## src/rtl/pwm_pkg.sv

```systemverilog
// pwm_pkg: register indices, CTRL field positions and counter widths shared by the PWM LED block
package pwm_pkg;
  localparam logic [1:0] REG_CTRL    = 2'd0;
  localparam logic [1:0] REG_STATUS  = 2'd1;
  localparam logic [1:0] REG_DUTY_LO = 2'd2;
  localparam logic [1:0] REG_DUTY_HI = 2'd3;
  localparam int EN_BIT    = 0;
  localparam int PRESC_LSB = 16;
  localparam int CNT_W     = 8;
  localparam int PRESC_W   = 16;
endpackage

```

## src/rtl/iomem_pwm_leds_if.sv

```systemverilog
// iomem_pwm_leds_if: picosoc iomem bus (valid/ready handshake, wstrb, addr, wdata, rdata) with master/slave views
interface iomem_pwm_leds_if;
  logic        iomem_valid;
  logic        iomem_ready;
  logic [3:0]  iomem_wstrb;
  logic [31:0] iomem_addr;
  logic [31:0] iomem_wdata;
  logic [31:0] iomem_rdata;
  modport master (output iomem_valid, iomem_wstrb, iomem_addr, iomem_wdata, input iomem_ready, iomem_rdata);
  modport slave  (input iomem_valid, iomem_wstrb, iomem_addr, iomem_wdata, output iomem_ready, iomem_rdata);
endinterface

```

## src/rtl/pwm_channel.sv

```systemverilog
// pwm_channel: one PWM channel; ports clk, reset, en, cnt, load, duty_shadow in; registered pwm_out bit out
module pwm_channel
  import pwm_pkg::*;
(
  input  logic             clk,
  input  logic             reset,
  input  logic             en,
  input  logic [CNT_W-1:0] cnt,
  input  logic             load,
  input  logic [CNT_W-1:0] duty_shadow,
  output logic             pwm_out
);
  logic [CNT_W-1:0] duty_active;
  always_ff @(posedge clk or posedge reset) begin
    if (reset) begin
      duty_active <= '0;
      pwm_out     <= 1'b0;
    end else begin
      if (load) duty_active <= duty_shadow;
      pwm_out <= en && (cnt < duty_active);
    end
  end
endmodule

```

## src/rtl/iomem_pwm_leds.sv

```systemverilog
// iomem_pwm_leds: iomem-mapped PWM LED driver; ports clk, reset, bus (iomem slave), pwm_out[NUM_CH], period_tick
module iomem_pwm_leds
  import pwm_pkg::*;
#(
  parameter int          NUM_CH  = 8,
  parameter logic [7:0]  BASE_HI = 8'h04
) (
  input  logic                clk,
  input  logic                reset,
  iomem_pwm_leds_if.slave     bus,
  output logic [NUM_CH-1:0]   pwm_out,
  output logic                period_tick
);
  logic               en, en_nxt, sel, wr, ctrl_wr, tick, wrap, unused_addr;
  logic [1:0]         idx;
  logic [PRESC_W-1:0] presc, presc_nxt, pcnt;
  logic [CNT_W-1:0]   cnt;
  logic [15:0]        periods;
  logic [CNT_W-1:0]   duty_sh [8];
  logic [31:0]        rd_val;
  assign unused_addr = ^{bus.iomem_addr[23:4], bus.iomem_addr[1:0]};
  assign sel     = bus.iomem_valid && !bus.iomem_ready && bus.iomem_addr[31:24] == BASE_HI;
  assign idx     = bus.iomem_addr[3:2];
  assign wr      = sel && |bus.iomem_wstrb;
  assign ctrl_wr = wr && idx == REG_CTRL;
  assign tick    = en && pcnt >= presc;
  assign wrap    = tick && cnt == '1;
  assign en_nxt  = ctrl_wr && bus.iomem_wstrb[0] ? bus.iomem_wdata[EN_BIT] : en;
  assign presc_nxt = {ctrl_wr && bus.iomem_wstrb[3] ? bus.iomem_wdata[PRESC_LSB+8 +: 8] : presc[15:8],
                      ctrl_wr && bus.iomem_wstrb[2] ? bus.iomem_wdata[PRESC_LSB +: 8]   : presc[7:0]};
  always_comb begin
    rd_val = idx == REG_CTRL    ? (32'(presc) << PRESC_LSB) | (32'(en) << EN_BIT) :
             idx == REG_STATUS  ? {8'd0, cnt, periods} :
             idx == REG_DUTY_LO ? {duty_sh[3], duty_sh[2], duty_sh[1], duty_sh[0]} :
                                  {duty_sh[7], duty_sh[6], duty_sh[5], duty_sh[4]};
  end
  always_ff @(posedge clk or posedge reset) begin
    if (reset) begin
      bus.iomem_ready <= 1'b0;
      bus.iomem_rdata <= '0;
      en              <= 1'b0;
      presc           <= '0;
      pcnt            <= '0;
      cnt             <= '0;
      periods         <= '0;
      period_tick     <= 1'b0;
      for (int k = 0; k < 8; k++) duty_sh[k] <= '0;
    end else begin
      bus.iomem_ready <= sel;
      bus.iomem_rdata <= sel ? rd_val : '0;
      en              <= en_nxt;
      presc           <= presc_nxt;
      pcnt            <= (!en || tick) ? '0 : pcnt + 1'b1;
      cnt             <= !en ? '0 : cnt + CNT_W'(tick);
      periods         <= periods + 16'(wrap);
      period_tick     <= wrap && en_nxt;
      for (int k = 0; k < 8; k++)
        if (wr && k < NUM_CH && bus.iomem_wstrb[k % 4] && idx == ((k < 4) ? REG_DUTY_LO : REG_DUTY_HI))
          duty_sh[k] <= bus.iomem_wdata[8*(k%4) +: 8];
    end
  end
  for (genvar g = 0; g < NUM_CH; g++) begin : g_ch
    pwm_channel u_ch (
      .clk         (clk),
      .reset       (reset),
      .en          (en),
      .cnt         (cnt),
      .load        (!en || wrap),
      .duty_shadow (duty_sh[g]),
      .pwm_out     (pwm_out[g])
    );
  end
endmodule

```

## src/flat_wrapper.sv

```systemverilog
// flat-port wrapper written by rule: the top's interface ports become plain ports
module iomem_pwm_leds_flat import pwm_pkg::*;
#(
  parameter int          NUM_CH  = 8,
  parameter logic [7:0]  BASE_HI = 8'h04
)
  (clk, reset, pwm_out, period_tick, bus_iomem_valid, bus_iomem_wstrb, bus_iomem_addr, bus_iomem_wdata, bus_iomem_ready, bus_iomem_rdata);
  iomem_pwm_leds_if bus_i ();
  input  logic clk;
  input  logic reset;
  output logic [NUM_CH-1:0] pwm_out;
  output logic period_tick;
  input wire logic [$bits(bus_i.iomem_valid)-1:0] bus_iomem_valid;
  input wire logic [$bits(bus_i.iomem_wstrb)-1:0] bus_iomem_wstrb;
  input wire logic [$bits(bus_i.iomem_addr)-1:0] bus_iomem_addr;
  input wire logic [$bits(bus_i.iomem_wdata)-1:0] bus_iomem_wdata;
  output wire logic [$bits(bus_i.iomem_ready)-1:0] bus_iomem_ready;
  output wire logic [$bits(bus_i.iomem_rdata)-1:0] bus_iomem_rdata;
  assign bus_i.iomem_valid = bus_iomem_valid;
  assign bus_i.iomem_wstrb = bus_iomem_wstrb;
  assign bus_i.iomem_addr = bus_iomem_addr;
  assign bus_i.iomem_wdata = bus_iomem_wdata;
  assign bus_iomem_ready = bus_i.iomem_ready;
  assign bus_iomem_rdata = bus_i.iomem_rdata;
  iomem_pwm_leds #(.NUM_CH(NUM_CH), .BASE_HI(BASE_HI)) u_core (.clk(clk), .reset(reset), .bus(bus_i), .pwm_out(pwm_out), .period_tick(period_tick));
endmodule
```

## config.mk

```make
export PLATFORM = sky130hd
export DESIGN_NAME = iomem_pwm_leds_flat
export DESIGN_NICKNAME = d
export VERILOG_FILES = /design/src/rtl/pwm_pkg.sv /design/src/rtl/iomem_pwm_leds_if.sv /design/src/rtl/pwm_channel.sv /design/src/rtl/iomem_pwm_leds.sv /design/src/flat_wrapper.sv
export SDC_FILE = /design/constraint.sdc
export NUM_CORES = 1
export LEC_CHECK = 0
export CORE_MARGIN = 5
export CORE_UTILIZATION = 52
export DETAILED_ROUTE_END_ITERATION = 8
export PLACE_DENSITY = 0.73
export REMOVE_ABC_BUFFERS = 1
export SLEW_MARGIN = 20
export SYNTH_ARGS = -nofsm -noshare
export SYNTH_HDL_FRONTEND = slang
export SYNTH_SLANG_ARGS = --single-unit
```

## constraint.sdc

```tcl
create_clock -name clk -period 8 [get_ports clk]
set_input_delay 1.6 -clock clk [delete_from_list [all_inputs] [get_ports clk]]
set_output_delay 1.6 -clock clk [all_outputs]
set_load 0.03 [all_outputs]
```

==> summary by stage <==
Drt
The total vias in the final route is 6862. The first routing iteration left 278 violations. The routed wire length is 23.0 mm. The post-route antenna net violation count is 0.

In the routed design, unresolved DRC markers number 0. The via count normalized by instance count is 5.42. The first detailed-routing pass ran for 4 iterations.

The post-detailed-route wirelength per cell is 18.2 um.

Worst setup path
The critical path starts at bus_iomem_addr[25]. The worst reg2reg path depth is 8. The most critical setup path has its endpoint at u_core.duty_sh[3].

Of all nets on the critical path, the largest fanout is 25. The launch point of the worst reg-to-reg path is u_core.pcnt[5]. For the worst setup path, the data required time is 8.40 ns.

The reg-to-reg endpoint is u_core.g_ch[5].u_ch.duty_active[6]. STA classifies the critical path endpoint as a flop. The reg-to-reg setup timing slack is 4.57 ns. The arrival time reported for the critical path endpoint is 4.27 ns. The type of the setup path with the least slack is primary input to flop.

The startpoint class of the critical path is a primary input.

Yosys
The synthesized design contains 0 enable-type register cells. Synthesis handed over a netlist of 881 instances. Of all flip-flops after synthesis, the portion carrying an async set or reset was 1.00. Summing every instance area after synthesis gives 11200 um^2. In this run, synthesis produced a sequential element count of 227. For this run, the register share of the synthesized area comes to 0.508. Yosys mapped the design onto 43 distinct sky130hd cell types. Yosys printed 0 warnings. The leading register cell type out of synthesis is sky130_fd_sc_hd__dfrtp_1. Each instance of the synthesized netlist takes up on average 12.7 um^2.

STA
Final hold analysis gives a worst-case slack of 0.485 ns. The count of endpoints failing setup in the final report is 0. Dividing the final minimum period by the clock period gives 0.484. After routing, the total negative slack on setup checks comes to 0 ns.

For the pin with the worst max-slew slack, the measured transition is 1.14 ns. The worst slew margin relative to its limit is 0.238. The clock arrives with 0.0182 ns of skew.

The number of endpoints with negative hold slack in the final report was 0. Setup repair after global routing left no endpoint under its margin. The worst path setup slack after routing is 4.13 ns. The final period demand of the worst path is 3.87 ns. The number of pins exceeding their max-slew limit in the final report is 0. The achievable clock frequency is 258 MHz.

Power
The largest vdd supply drop is 0.135 mV. The internal cell power is 1.82 mW. Summed over all cells, the static leakage comes to 6.29 nW.

Of the total power, the clock network draws 0.464. The share of total power consumed by net switching is 0.219. The switching component of the power is 0.512 mW. For this design the ratio of total power to cell area is 179 nW/um^2. Of the total power, registers draw 0.496. The share of total power in combinational logic is 0.039.

The total power consumption of the routed design is 2.33 mW.

Clocking
The CTS sink count is 227. Counting the buffers created by CTS gives 25. The number of gates resized after CTS is 0. Clock latency on the worst-skew pair, taken at its later pin, is 0.52 ns.

The CTS tree is yes. In this run, post-CTS hold repair placed 0 buffers. Once the clock tree was built, the setup fixing pass inserted 0 buffers.

CTS built an H-tree with a depth of 1. The tree is rooted in a sky130_fd_sc_hd__clkbuf_16. In this run the deepest clock path goes through 3 buffers.

After clock tree synthesis, the clock-pin slew on the worst setup and hold paths is 0.06 ns.

Finish
The share of final-layout standard cells stronger than drive strength 1 is 0.231. The area growth from synthesis to layout is 16.8%. The final-stage net count is 1122.

0 antenna diodes ended up in the layout. In the layout the commonest cells are 227 x sky130_fd_sc_hd__dfrtp_1, 106 x sky130_fd_sc_hd__mux2_2, 88 x sky130_fd_sc_hd__clkdlybuf4s50_1, 77 x sky130_fd_sc_hd__ha_1, 76 x sky130_fd_sc_hd__inv_1. Leaving out fill and tap cells, the most frequent cell in the layout is sky130_fd_sc_hd__dfrtp_1.

Place
The half-perimeter wire length after placement is 15.5 mm. In this run the tool buffered the top-level ports with 90 buffer cells. The final weighted congestion in routability-driven placement is 0.787. OpenSTA, run right after detailed placement, puts the worst setup slack at 3.59 ns.

Run
The tool flagged a number of max-cap violations equal to 0.

Floorplanning
The die is 157 um tall. The die covers 24600 um^2. The initial core utilization is 0.531. The placeable core region is 21100 um^2. The initialized floorplan defines 53 standard-cell rows.

The die extent in x is 157 um. Pin placement for this block handled 113 I/O pins.

Global route
The pin count of the biggest net entering global routing is 86. The via count of the first global-routing pass is 7200. The number of antenna violations at the first check in global routing is 0. Across every metal layer, demand over resource in global routing totals 0.191. The remaining global-route overflow is 0.

The first global-routing pass estimated 37.7 mm of wire.

Status
The run finished with clean final reports.

Worst hold path
The min-delay analysis places its worst path in the category flop to flop.
==> metrics by stage <==
stage | instance area (um^2) | instances | utilization
3_5_place_dp | 12300 | 1222 | 0.583
5_1_grt | 13100 | 1265 | 0.620
6_report | 13100 | 1265 | 0.620
4_1_cts | 13100 | 1265 | 0.620
2_1_floorplan | 11000 | 850 | -
3_3_place_gp | 12300 | 1222 | 0.583
==> worst min-delay path by stage <==
stage,slack [ns],to,startpoint,cells after the start
after floorplan,0.45,u_core.periods[15],u_core.periods[15],1
after global placement,0.46,u_core.periods[15],u_core.periods[15],1
after detailed placement,0.48,u_core.periods[15],u_core.periods[15],1
after CTS,0.49,u_core.periods[15],u_core.periods[15],1
after global routing,0.51,u_core.periods[10],u_core.periods[10],1
final,0.48,u_core.periods[15],u_core.periods[15],1
==> flip-flops by register name, indices dropped and copies added, names as in the netlist <==
register and flops:
u_core.pcnt 16, u_core.cnt 8, u_core.period_tick 1, u_core.en 1, u_core.g_ch.u_ch.pwm_out 8, u_core.presc 16
u_core.bus.iomem_ready 1, u_core.g_ch.u_ch.duty_active 64, u_core.periods 16, u_core.bus.iomem_rdata 32, u_core.duty_sh 64
==> layer usage <==
metal,vias up,GRT usage,routed length [um],part of all wire
met5,-,0,0,0
met4,0,0.0483,383,0.017
met3,35,0.0307,1210,0.053
met2,135,0.313,11000,0.48
met1,3437,0.269,10500,0.45
li1,3255,-,-,-
==> power groups by stage <==
stage                     combinational, mW  clock, mW  sequential, mW
after floorplan                      0.0422          0            1.18
after global placement               0.0925          0            1.18
after detailed placement             0.0936          0            1.18
after CTS                            0.0941       1.11            1.16
after global routing                  0.102       1.16            1.16
final                                0.0913       1.08            1.16
==> cells in the mapped netlist (9+ instances only) <==
cell type	count	area, um^2
sky130_fd_sc_hd__dfrtp_1	227	5680
sky130_fd_sc_hd__mux2_2	106	1190
sky130_fd_sc_hd__ha_1	77	963
sky130_fd_sc_hd__inv_1	77	289
sky130_fd_sc_hd__nor2_1	71	267
sky130_fd_sc_hd__mux2_4	60	901
sky130_fd_sc_hd__a22oi_1	23	173
sky130_fd_sc_hd__nand3_1	21	105
sky130_fd_sc_hd__nand2_1	20	75.1
sky130_fd_sc_hd__xnor2_1	17	149
sky130_fd_sc_hd__xor2_1	17	149
sky130_fd_sc_hd__a21oi_1	14	70.1
sky130_fd_sc_hd__clkbuf_1	14	52.6
sky130_fd_sc_hd__and2_1	12	75.1
sky130_fd_sc_hd__nand2b_1	11	68.8
sky130_fd_sc_hd__nor2b_1	10	62.6
sky130_fd_sc_hd__o21ai_0	10	50.1
sky130_fd_sc_hd__and3_1	9	56.3
sky130_fd_sc_hd__mux4_2	9	203
==> kinds of logic (layout without fill, tap and decap cells) <==
logic type	count (synthesis)	after routing	synth area share
adders and majority gates	77	77	0.0861
xor gates and xnor gates	34	34	0.0266
buffers and inverters	108	217	0.0430
muxes	177	177	0.207
and+or+nand+nor	173	173	0.0751
AOI/OAI and AO/OA	85	85	0.0542
DFF	227	227	0.508
==> critical path, cell delays in order <==
cell	delay, ns
sky130_fd_sc_hd__clkdlybuf4s50_1	0.41
sky130_fd_sc_hd__nor4b_1	0.29
sky130_fd_sc_hd__nand4_1	0.13
sky130_fd_sc_hd__buf_4	0.26
sky130_fd_sc_hd__inv_1	0.42
sky130_fd_sc_hd__and3_1	0.38
sky130_fd_sc_hd__nand2_1	0.35
sky130_fd_sc_hd__mux2_1	0.42
==> area by class of cell <==
class	count	area (um^2)
Clock inverter	10	96.3
Timing Repair Buffer	97	943
Fill cell	1666	8020
Tap cell	275	344
Clock buffer	33	676
Sequential cell	227	5680
Multi-Input combinational cell	546	5030
Inverter	77	297
No activity file was read; power rests on OpenSTA's default activity.
